`config.mk`:
```
export PLATFORM = sky130hd
export DESIGN_NAME = ps2_host_tx_flat
export DESIGN_NICKNAME = d
export VERILOG_FILES = /design/src/rtl/ps2_host_tx_pkg.sv /design/src/rtl/ps2_host_tx_if.sv /design/src/rtl/ps2_line_sync.sv /design/src/rtl/ps2_host_tx.sv /design/src/flat_wrapper.sv
export SDC_FILE = /design/constraint.sdc
export NUM_CORES = 1
export LEC_CHECK = 0
export BUFFER_PORTS_ARGS = -buffer_cell sky130_fd_sc_hd__buf_4
export CAP_MARGIN = 5
export CORE_MARGIN = 2
export CORE_UTILIZATION = 44
export CTS_BUF_LIST = sky130_fd_sc_hd__clkbuf_4 sky130_fd_sc_hd__clkbuf_8
export CTS_CLUSTER_DIAMETER = 50
export DETAILED_ROUTE_END_ITERATION = 10
export PLACE_DENSITY = 0.58
export SLEW_MARGIN = 25
export SYNTH_ARGS = -nofsm -noshare
export SYNTH_HDL_FRONTEND = slang
export SYNTH_HIERARCHICAL = 1
export SYNTH_SLANG_ARGS = --single-unit
```
`constraint.sdc`:
```
create_clock -name clock -period 6.05 [get_ports clock]
set_clock_uncertainty 0.1 [all_clocks]
set_input_delay 1.21 -clock clock [delete_from_list [all_inputs] [get_ports clock]]
set_output_delay 1.21 -clock clock [all_outputs]
set_load 0.005 [all_outputs]
```
`src/rtl/ps2_host_tx_pkg.sv`:
```
// rtl/ps2_host_tx_pkg.sv - shared states, command constants and parity helper for the PS/2 host transmitter
package ps2_host_tx_pkg;

  typedef enum logic [2:0] {
    IDLE,
    INHIBIT,
    WAIT_DEV,
    SEND,
    ACK,
    RELEASE_WAIT,
    FAIL
  } state_t;

  localparam logic [7:0] PS2_CMD_SET_LEDS = 8'hED;
  localparam logic [7:0] PS2_CMD_RESET    = 8'hFF;
  localparam logic [7:0] PS2_CMD_ENABLE   = 8'hF4;
  localparam logic [7:0] PS2_RESP_ACK     = 8'hFA;

  function automatic logic odd_parity(input logic [7:0] d);
    return ~^d;
  endfunction

endpackage

```
`src/rtl/ps2_host_tx_if.sv`:
```
// rtl/ps2_host_tx_if.sv - command request/status handshake between a controller and the PS/2 host transmitter
interface ps2_host_tx_if;
  logic [7:0] tx_data;
  logic       tx_start;
  logic       tx_busy;
  logic       tx_done;
  logic       tx_error;
  logic       rx_inhibit;

  modport master (output tx_data, tx_start, input tx_busy, tx_done, tx_error, rx_inhibit);
  modport slave  (input tx_data, tx_start, output tx_busy, tx_done, tx_error, rx_inhibit);
endinterface

```
`src/rtl/ps2_line_sync.sv`:
```
// rtl/ps2_line_sync.sv - 2-FF synchronizer with previous-value register and falling-edge detect for one PS/2 line
module ps2_line_sync (
  input  logic clock,
  input  logic reset,
  input  logic line,
  output logic level,
  output logic fall
);

  logic s1, s2, prev;

  // Reset to the idle (released, high) level so leaving reset never fakes an edge.
  always_ff @(posedge clock) begin
    if (reset) begin
      s1   <= 1'b1;
      s2   <= 1'b1;
      prev <= 1'b1;
    end else begin
      s1   <= line;
      s2   <= s1;
      prev <= s2;
    end
  end

  assign level = s2;
  assign fall  = prev & ~s2;

endmodule

```
`src/rtl/ps2_host_tx.sv`:
```
// rtl/ps2_host_tx.sv - host-to-device PS/2 command transmitter driving open-drain pull-down enables
module ps2_host_tx
  import ps2_host_tx_pkg::*;
#(
  parameter int INHIBIT_CYCLES = 5000,
  parameter int START_TIMEOUT  = 750000,
  parameter int XFER_TIMEOUT   = 100000
) (
  input  logic              clock,
  input  logic              reset,
  ps2_host_tx_if.slave      bus,
  input  logic              ps2_clk_in,
  input  logic              ps2_dat_in,
  output logic              ps2_clk_pd,
  output logic              ps2_dat_pd
);

  localparam int CNT_MAX = (START_TIMEOUT > INHIBIT_CYCLES) ? START_TIMEOUT : INHIBIT_CYCLES;
  localparam int CNT_W   = $clog2(CNT_MAX + 1);
  localparam int XCNT_W  = $clog2(XFER_TIMEOUT + 1);

  localparam logic [CNT_W-1:0]  INH_LAST   = CNT_W'(INHIBIT_CYCLES - 1);
  localparam logic [CNT_W-1:0]  START_LAST = CNT_W'(START_TIMEOUT - 1);
  localparam logic [XCNT_W-1:0] XFER_LAST  = XCNT_W'(XFER_TIMEOUT - 1);

  state_t             state, state_n;
  logic [8:0]         shift, shift_n;
  logic [3:0]         bit_cnt, bit_cnt_n;
  logic [CNT_W-1:0]   cnt, cnt_n;
  logic [XCNT_W-1:0]  xcnt, xcnt_n;
  logic               clk_pd, clk_pd_n, dat_pd, dat_pd_n;
  logic               busy, busy_n, done, done_n, error, error_n;
  logic               clk_level, clk_fall, dat_level, dat_fall;

  ps2_line_sync u_clk_sync (.clock(clock), .reset(reset), .line(ps2_clk_in), .level(clk_level), .fall(clk_fall));
  ps2_line_sync u_dat_sync (.clock(clock), .reset(reset), .line(ps2_dat_in), .level(dat_level), .fall(dat_fall));

  always_ff @(posedge clock) begin
    if (reset) begin
      state   <= IDLE;
      shift   <= '0;
      bit_cnt <= '0;
      cnt     <= '0;
      xcnt    <= '0;
      clk_pd  <= 1'b0;
      dat_pd  <= 1'b0;
      busy    <= 1'b0;
      done    <= 1'b0;
      error   <= 1'b0;
    end else begin
      state   <= state_n;
      shift   <= shift_n;
      bit_cnt <= bit_cnt_n;
      cnt     <= cnt_n;
      xcnt    <= xcnt_n;
      clk_pd  <= clk_pd_n;
      dat_pd  <= dat_pd_n;
      busy    <= busy_n;
      done    <= done_n;
      error   <= error_n;
    end
  end

  always_comb begin
    state_n   = state;
    shift_n   = shift;
    bit_cnt_n = bit_cnt;
    cnt_n     = cnt;
    xcnt_n    = xcnt;
    clk_pd_n  = clk_pd;
    dat_pd_n  = dat_pd;
    busy_n    = busy;
    done_n    = 1'b0;
    error_n   = 1'b0;

    if (state inside {SEND, ACK, RELEASE_WAIT}) xcnt_n = xcnt + 1'b1;

    case (state)
      IDLE: begin
        if (bus.tx_start) begin
          shift_n   = {odd_parity(bus.tx_data), bus.tx_data};
          bit_cnt_n = '0;
          cnt_n     = '0;
          clk_pd_n  = 1'b1;
          busy_n    = 1'b1;
          state_n   = INHIBIT;
        end
      end
      // Falls seen here come from our own clock pull-down and are ignored.
      INHIBIT: begin
        if (dat_pd) begin
          clk_pd_n = 1'b0;
          cnt_n    = '0;
          state_n  = WAIT_DEV;
        end else if (cnt == INH_LAST) begin
          dat_pd_n = 1'b1;
        end else begin
          cnt_n = cnt + 1'b1;
        end
      end
      WAIT_DEV: begin
        if (clk_fall) begin
          dat_pd_n  = ~shift[0];
          shift_n   = shift >> 1;
          bit_cnt_n = 4'd1;
          cnt_n     = '0;
          xcnt_n    = '0;
          state_n   = SEND;
        end else if (cnt == START_LAST) begin
          state_n = FAIL;
        end else begin
          cnt_n = cnt + 1'b1;
        end
      end
      SEND: begin
        if (xcnt == XFER_LAST) begin
          state_n = FAIL;
        end else if (clk_fall) begin
          if (bit_cnt < 4'd9) begin
            dat_pd_n  = ~shift[0];
            shift_n   = shift >> 1;
            bit_cnt_n = bit_cnt + 4'd1;
          end else begin
            dat_pd_n  = 1'b0;
            bit_cnt_n = 4'd10;
            state_n   = ACK;
          end
        end
      end
      ACK: begin
        if (xcnt == XFER_LAST) state_n = FAIL;
        else if (clk_fall) state_n = dat_level ? FAIL : RELEASE_WAIT;
      end
      RELEASE_WAIT: begin
        if (xcnt == XFER_LAST) begin
          state_n = FAIL;
        end else if (clk_level && dat_level) begin
          done_n  = 1'b1;
          busy_n  = 1'b0;
          state_n = IDLE;
        end
      end
      FAIL: begin
        clk_pd_n = 1'b0;
        dat_pd_n = 1'b0;
        error_n  = 1'b1;
        busy_n   = 1'b0;
        state_n  = IDLE;
      end
      default: state_n = IDLE;
    endcase
  end

  assign bus.tx_busy    = busy;
  assign bus.rx_inhibit = busy;
  assign bus.tx_done    = done;
  assign bus.tx_error   = error;
  assign ps2_clk_pd     = clk_pd;
  assign ps2_dat_pd     = dat_pd;

endmodule
```
`src/flat_wrapper.sv`:
```
// flat-port wrapper written by rule: the top's interface ports become plain ports
module ps2_host_tx_flat import ps2_host_tx_pkg::*;
#(
  parameter int INHIBIT_CYCLES = 5000,
  parameter int START_TIMEOUT  = 750000,
  parameter int XFER_TIMEOUT   = 100000
)
  (clock, reset, ps2_clk_in, ps2_dat_in, ps2_clk_pd, ps2_dat_pd, bus_tx_data, bus_tx_start, bus_tx_busy, bus_tx_done, bus_tx_error, bus_rx_inhibit);
  ps2_host_tx_if bus_i ();
  input  logic clock;
  input  logic reset;
  input  logic ps2_clk_in;
  input  logic ps2_dat_in;
  output logic ps2_clk_pd;
  output logic ps2_dat_pd;
  input wire logic [$bits(bus_i.tx_data)-1:0] bus_tx_data;
  input wire logic [$bits(bus_i.tx_start)-1:0] bus_tx_start;
  output wire logic [$bits(bus_i.tx_busy)-1:0] bus_tx_busy;
  output wire logic [$bits(bus_i.tx_done)-1:0] bus_tx_done;
  output wire logic [$bits(bus_i.tx_error)-1:0] bus_tx_error;
  output wire logic [$bits(bus_i.rx_inhibit)-1:0] bus_rx_inhibit;
  assign bus_i.tx_data = bus_tx_data;
  assign bus_i.tx_start = bus_tx_start;
  assign bus_tx_busy = bus_i.tx_busy;
  assign bus_tx_done = bus_i.tx_done;
  assign bus_tx_error = bus_i.tx_error;
  assign bus_rx_inhibit = bus_i.rx_inhibit;
  ps2_host_tx #(.INHIBIT_CYCLES(INHIBIT_CYCLES), .START_TIMEOUT(START_TIMEOUT), .XFER_TIMEOUT(XFER_TIMEOUT)) u_core (.clock(clock), .reset(reset), .bus(bus_i), .ps2_clk_in(ps2_clk_in), .ps2_dat_in(ps2_dat_in), .ps2_clk_pd(ps2_clk_pd), .ps2_dat_pd(ps2_dat_pd));
endmodule
```
==> run metrics, run 1 <==
most common cell after layout, fill and taps aside=sky130_fd_sc_hd__dfxtp_1; FMAX=338.1 MHz; Worst Path Max Fanout=19; overall die area=between 8000 and 9000 sq um; Final Wtd Congestion=around 0.87; transition at the pin with the smallest max-transition slack=0.6789 ns; via density per instance=about 5.7; headroom to the max-slew limit=a little over half; top library cells by usage in the layout, fill and taps aside=sky130_fd_sc_hd__dfxtp_1 (63), sky130_fd_sc_hd__nor2_1 (54), sky130_fd_sc_hd__nand2_1 (29); hold path start=u_core/u_dat_sync/s1$_SDFF_PP1_; fraction of power consumed by combinational cells=between 30% and 40%; CP max-delay cell=sky130_fd_sc_hd__dfxtp_1; initial standard-cell utilization of the core=between 40% and 50%; Final Max Slew Viols=0; number of max-capacitance violations reported=0; fraction of power consumed by the clock network=25.3%; CP Class=flip-flop to flip-flop; Switching Power=slightly below 0.0005 W; Sequential Power Share=40.7%; arrival time of data at the critical path endpoint=3.11 ns; Longest Clk Path Bufs=2; post-cts gate resize count=0; initial antenna violation count=0; mean post-synth cell area=between 8 and 9 sq um; highest ir drop seen on vdd=between 0.1 and 0.15 mV; CTS H-tree lvls=3; outcome=finished, final reports clean; worst path required time=a little over 6 ns; Antenna Cells=0; power per cell area=~340 nW/um^2; placed wire-length estimate after detailed placement=~5.2 mm; Post-DRT Antenna Nets=0; Hold Fails Final Rpt=0; post-layout worst setup margin=about 3.1 ns; number of ports placed on the die boundary=19; # rows=32; remaining design rule violation count=0; placeable core region=7647 sq um; CP max stage delay=about 0.67 ns; PortBufs=18; clock tree from TritonCTS=built; cells along the critical path=nand2b_1, or3_4, nor4_4, nor2_4, or3b_1, o31ai_1; class of the most critical hold timing path=flip-flop to flip-flop; source-to-sink clock delay at the later pin of the worst-skew pair=0.34 ns; number of warnings printed during yosys synthesis=6; Die Y=92.59 um; clock tree sinks=63; post-placement worst setup slack=3.096 ns; startpoint kind of the worst setup timing path=flip-flop; wirelength, routed=between 7 and 8 mm; pin count of the biggest net entering global routing=50; leakage power total=1.270 nW; global-route usage over all layers=about a fifth; wire length of the first global-routing pass=13.11 mm; worst setup path start=u_core/state[1]$_SDFFE_PP0P_; CTS Buf Count=9; fraction of final layout cells with drive strength greater than 1=13.80%; buffer cell driving the clock tree root=sky130_fd_sc_hd__clkbuf_8; period utilization=about half; 1st-pass router iterations=4; unrepaired setup endpoints after global routing=false; routed length per placed instance=between 10 and 15 um; net count of the finished layout=426; vias in the first global route=about 2.7k; initial DRC count=137; post-route minimum period=around 3 ns; internal power summed over all cells=between 0.0008 and 0.0009 W; Worst Setup End Kind=flip-flop; # Post-CTS Setup Buffers=0; clock-pin slew on the worst setup and hold paths=about 0.07 ns; Post-Synthesis Net Count=between 400 and 500; startpoint of the most critical register-to-register path=u_core/state[1]$_SDFFE_PP0P_; Final setup violation count=0; layout-stage area growth over the synthesis result=9.203%; total standard cell area after synthesis=between 3000 and 4000 sq um; total negative setup slack=0 ns; number of cells produced by synthesis=between 400 and 500; total of hold buffers inserted after clock tree synthesis=0; total number of vias=just under 3k; overall die width=92.59 um; switching portion of total power=a little under two fifths; total global routing overflow=0
-- final timing paths --
check / endpoint / slack, ns / cells after the start
worst max register to register: u_core/cnt[0]$_SDFFE_PP0P_ / 3.09 / 6
worst min register to register: u_core/u_dat_sync/level$_SDFF_PP1_ / 0.30 / 1
worst min-delay path: u_core/u_dat_sync/level$_SDFF_PP1_ / 0.30 / 1
worst max-delay path: u_core/cnt[0]$_SDFFE_PP0P_ / 3.09 / 6
-- power by group through the flow --
| stage | clock [W] | sequential, W | combinational, W |
|---|---|---|---|
| after floorplan | 0 | 0.000500 | 0.000401 |
| after global placement | 0 | 0.000535 | 0.000440 |
| after detailed placement | 0 | 0.000536 | 0.000444 |
| after CTS | 0.000341 | 0.000528 | 0.000445 |
| after global routing | 0.000359 | 0.000537 | 0.000497 |
| final | 0.000328 | 0.000528 | 0.000442 |
-- critical path: cells and delay by family (launching register included) --
kind,cells,cell delay [ns]
flops,1,0.67
simple gates,5,2.02
compound gates,1,0.07
-- flip-flops by register name, summed over array words and instances, names as in the netlist, 3 cells and up --
register / flops
u_core/bit_cnt: 4
u_core/xcnt: 17
u_core/shift: 9
u_core/cnt: 20
u_core/state: 3
-- routing by layer --
metal | track usage, % | vias to the layer above | share of wire (%)
met4 | 5.473 | 0 | 0.76
met2 | 28.35 | 43 | 45
met1 | 26.44 | 1394 | 51
li1 | - | 1489 | -
met5 | 0 | - | 0
met3 | 4.882 | 5 | 3.2
-- through the flow --
step                      hold slack [ns]  util (%)  instance area (sq um)  total power [W]  instances
after floorplan                    0.2854         -                   3453        0.0009007        402
after global placement             0.2883     47.06                   3598        0.0009751        500
after detailed placement           0.2963     47.06                   3598        0.0009797        500
after CTS                          0.3064     49.31                   3771         0.001314        515
after global routing               0.3258     49.31                   3771         0.001394        515
final                              0.3010     49.31                   3771         0.001299        515
-- final cells by class --
cell class	instances	area (sq um)
sequential	63	1261
tap	102	127.6
clock buffer	14	167.7
clock inverter	1	5.005
fill	767	3876
inverter	10	37.54
timing repair buffer	19	142.6
multi-input combinational	306	2029
No activity file was read; power rests on OpenSTA's default activity.
==> run 2, diff against run 1 <==
==> constraint.sdc (replaced) <==
create_clock -name clock -period 2.9 [get_ports clock]
set_clock_uncertainty 0.1 [all_clocks]
set_input_delay 0.58 -clock clock [delete_from_list [all_inputs] [get_ports clock]]
set_output_delay 0.58 -clock clock [all_outputs]
set_load 0.005 [all_outputs]
==> run 2 against run 1 <==
Compared with the run above: via count up 0.89%; sequential share of layout area decreased by 0.58 points; clock power rose by 140%; flip-flop and latch count is the same; highest routed layer unchanged; global-route usage increased by 0.27 points; sequential power up 100%; hold slack gained 0.0093 ns.
==> run metrics, run 2 (synthesized netlist as in run 1, its figures left out) <==
outcome=finished, final reports clean (unchanged); via density per instance=5.687 (was 5.691); placeable core region=7647 sq um (unchanged); # rows=32 (unchanged); total of hold buffers inserted after clock tree synthesis=0 (unchanged); worst path required time=3.04 ns (was 6.20 ns); Hold Fails Final Rpt=0 (unchanged); total area of multi-input combinational cells=2029 sq um (unchanged); initial DRC count=174 (was 137); switching portion of total power=36.97% (was 37.46%); fraction of power consumed by the clock network=27.0% (was 25.3%); CP Class=flip-flop to flip-flop (unchanged); max FFs per register=20 (unchanged); number of max-capacitance violations reported=0 (unchanged); CP max-delay cell=sky130_fd_sc_hd__dfxtp_1 (unchanged); utilization of the core after routing=50.18% (was 49.31%); Antenna Cells=0 (unchanged); layout-stage area growth over the synthesis result=11.12% (was 9.203%); buffer cell driving the clock tree root=sky130_fd_sc_hd__clkbuf_8 (unchanged); design area=3837 sq um (was 3771 sq um); count of placed standard cells including taps=505 (was 500); routed length per placed instance=14.85 um (was 14.56 um); 1st-pass router iterations=5 (was 4); Final Wtd Congestion=0.8203 (was 0.8695); global-route usage over all layers=19.08% (was 18.80%); filler cell count=749 (was 767); cells along the critical path=nand2b_1, or3_4, nor4_4, nor2_4, or3b_1, o31ai_1 (unchanged); clock tree from TritonCTS=built (unchanged); count of placed standard cells in the final layout, fillers left out=520 (was 515); headroom to the max-slew limit=55.98% (was 54.68%); CTS Buf Count=9 (unchanged); post-cts gate resize count=0 (unchanged); Sequential Power Share=37.8% (was 40.7%); # Post-CTS Setup Buffers=0 (unchanged); PortBufs=18 (unchanged); Die Y=92.59 um (unchanged); transition at the pin with the smallest max-transition slack=0.6589 ns (was 0.6789 ns); unrepaired setup endpoints after global routing=false (unchanged); placed wire-length estimate after detailed placement=5.241 mm (was 5.174 mm); total global routing overflow=0 (unchanged); Longest Clk Path Bufs=2 (unchanged); vias in the first global route=2680 (was 2699); standard cell area after detailed placement=3636 sq um (was 3598 sq um); wirelength, routed=7.722 mm (was 7.496 mm); total negative setup slack=0 ns (unchanged); pin count of the biggest net entering global routing=50 (unchanged); clock-pin slew on the worst setup and hold paths=0.07 ns (about the same); initial standard-cell utilization of the core=45.16% (unchanged); register with the highest flop count=u_core/cnt (unchanged); clock tree sinks=63 (unchanged); most common cell after layout, fill and taps aside=sky130_fd_sc_hd__dfxtp_1 (unchanged); leakage power total=1.302 nW (was 1.270 nW); period utilization=84.15% (was 48.88%); number of ports placed on the die boundary=19 (unchanged); register-to-register setup slack=0.46 ns (was 3.09 ns); power per cell area=745.3 nW/um^2 (was 344.4 nW/um^2); Worst Setup End Kind=flip-flop (unchanged); highest ir drop seen on vdd=0.2910 mV (was 0.1402 mV); final worst hold slack=0.3103 ns (was 0.3010 ns); Switching Power=0.001058 W (was 0.0004866 W); internal power summed over all cells=0.001803 W (was 0.0008122 W); CP max stage delay=0.58 ns (was 0.67 ns); startpoint kind of the worst setup timing path=flip-flop (unchanged); Final setup violation count=0 (unchanged); remaining design rule violation count=0 (unchanged); fraction of power consumed by combinational cells=35.2% (was 34.0%); source-to-sink clock delay at the later pin of the worst-skew pair=0.34 ns (about the same); net count of the finished layout=431 (was 426); fraction of final layout cells with drive strength greater than 1=14.83% (was 13.80%); Final Max Slew Viols=0 (unchanged); FMAX=409.8 MHz (was 338.1 MHz); arrival time of data at the critical path endpoint=2.58 ns (was 3.11 ns); CTS H-tree lvls=3 (unchanged); total number of vias=2957 (was 2931); leading registers by flop count=u_core/cnt x20, u_core/xcnt x17, u_core/shift x9 (unchanged); wire length of the first global-routing pass=13.07 mm (was 13.11 mm); Worst Path Max Fanout=19 (unchanged); post-route minimum period=2.440 ns (was 2.957 ns); combined flip-flop and latch cell area=1261 sq um (unchanged); initial antenna violation count=0 (unchanged); class of the most critical hold timing path=flip-flop to flip-flop (unchanged); overall die area=8573 sq um (unchanged); Post-DRT Antenna Nets=0 (unchanged); overall die width=92.59 um (unchanged); top library cells by usage in the layout, fill and taps aside=sky130_fd_sc_hd__dfxtp_1 (63), sky130_fd_sc_hd__nor2_1 (54), sky130_fd_sc_hd__nand2_1 (29) (unchanged)
[run 2: final timing paths]
check / from / end / cells after the start
max: u_core/state[1]$_SDFFE_PP0P_ / u_core/cnt[0]$_SDFFE_PP0P_ / 6
min: u_core/u_clk_sync/s1$_SDFF_PP1_ / u_core/u_clk_sync/level$_SDFF_PP1_ / 1
max reg2reg: u_core/state[1]$_SDFFE_PP0P_ / u_core/cnt[0]$_SDFFE_PP0P_ / 6
min reg2reg: u_core/u_clk_sync/s1$_SDFF_PP1_ / u_core/u_clk_sync/level$_SDFF_PP1_ / 1
[run 2: metrics by stage]
| stage | power [W] | setup slack (ns) |
|---|---|---|
| final | 0.002860 | 0.4595 |
| after global routing | 0.003052 | 0.3027 |
| after CTS | 0.002888 | 0.4975 |
| after detailed placement | 0.002099 | 0.5194 |
| after global placement | 0.002081 | 0.5780 |
| after floorplan | 0.001879 | 0.8621 |
[run 2: area by class of cell]
type                       count  share of cell area, %
multi-input combinational    306                  52.89
sequential                    63                  32.87
timing repair buffer          24                  4.695
clock buffer                  12                  4.141
tap                          102                  3.326
clock inverter                 3                  1.109
inverter                      10                 0.9782
[run 2: power groups by stage]
stage,Sequential [W],Clock [W],Combinational (W)
finish,0.00108,0.000773,0.00101
global route,0.00110,0.000840,0.00111
CTS,0.00108,0.000802,0.00101
detailed placement,0.00110,0,0.00100
global placement,0.00109,0,0.000987
floorplan,0.00104,0,0.000836
[run 2: worst max-delay path, delay by kind of cell, from the launching register on]
| family | cells | cell delay, ns |
|---|---|---|
| AOI/OAI and AO/OA | 1 | 0.08 |
| DFF | 1 | 0.58 |
| and+or+nand+nor | 5 | 1.59 |
[run 2: per-layer routing]
metal	part of all wire (%)	track usage, %
met1	48	25.45
met2	46	28.71
met3	4.6	6.184
met4	0.93	7.090
met5	0	0
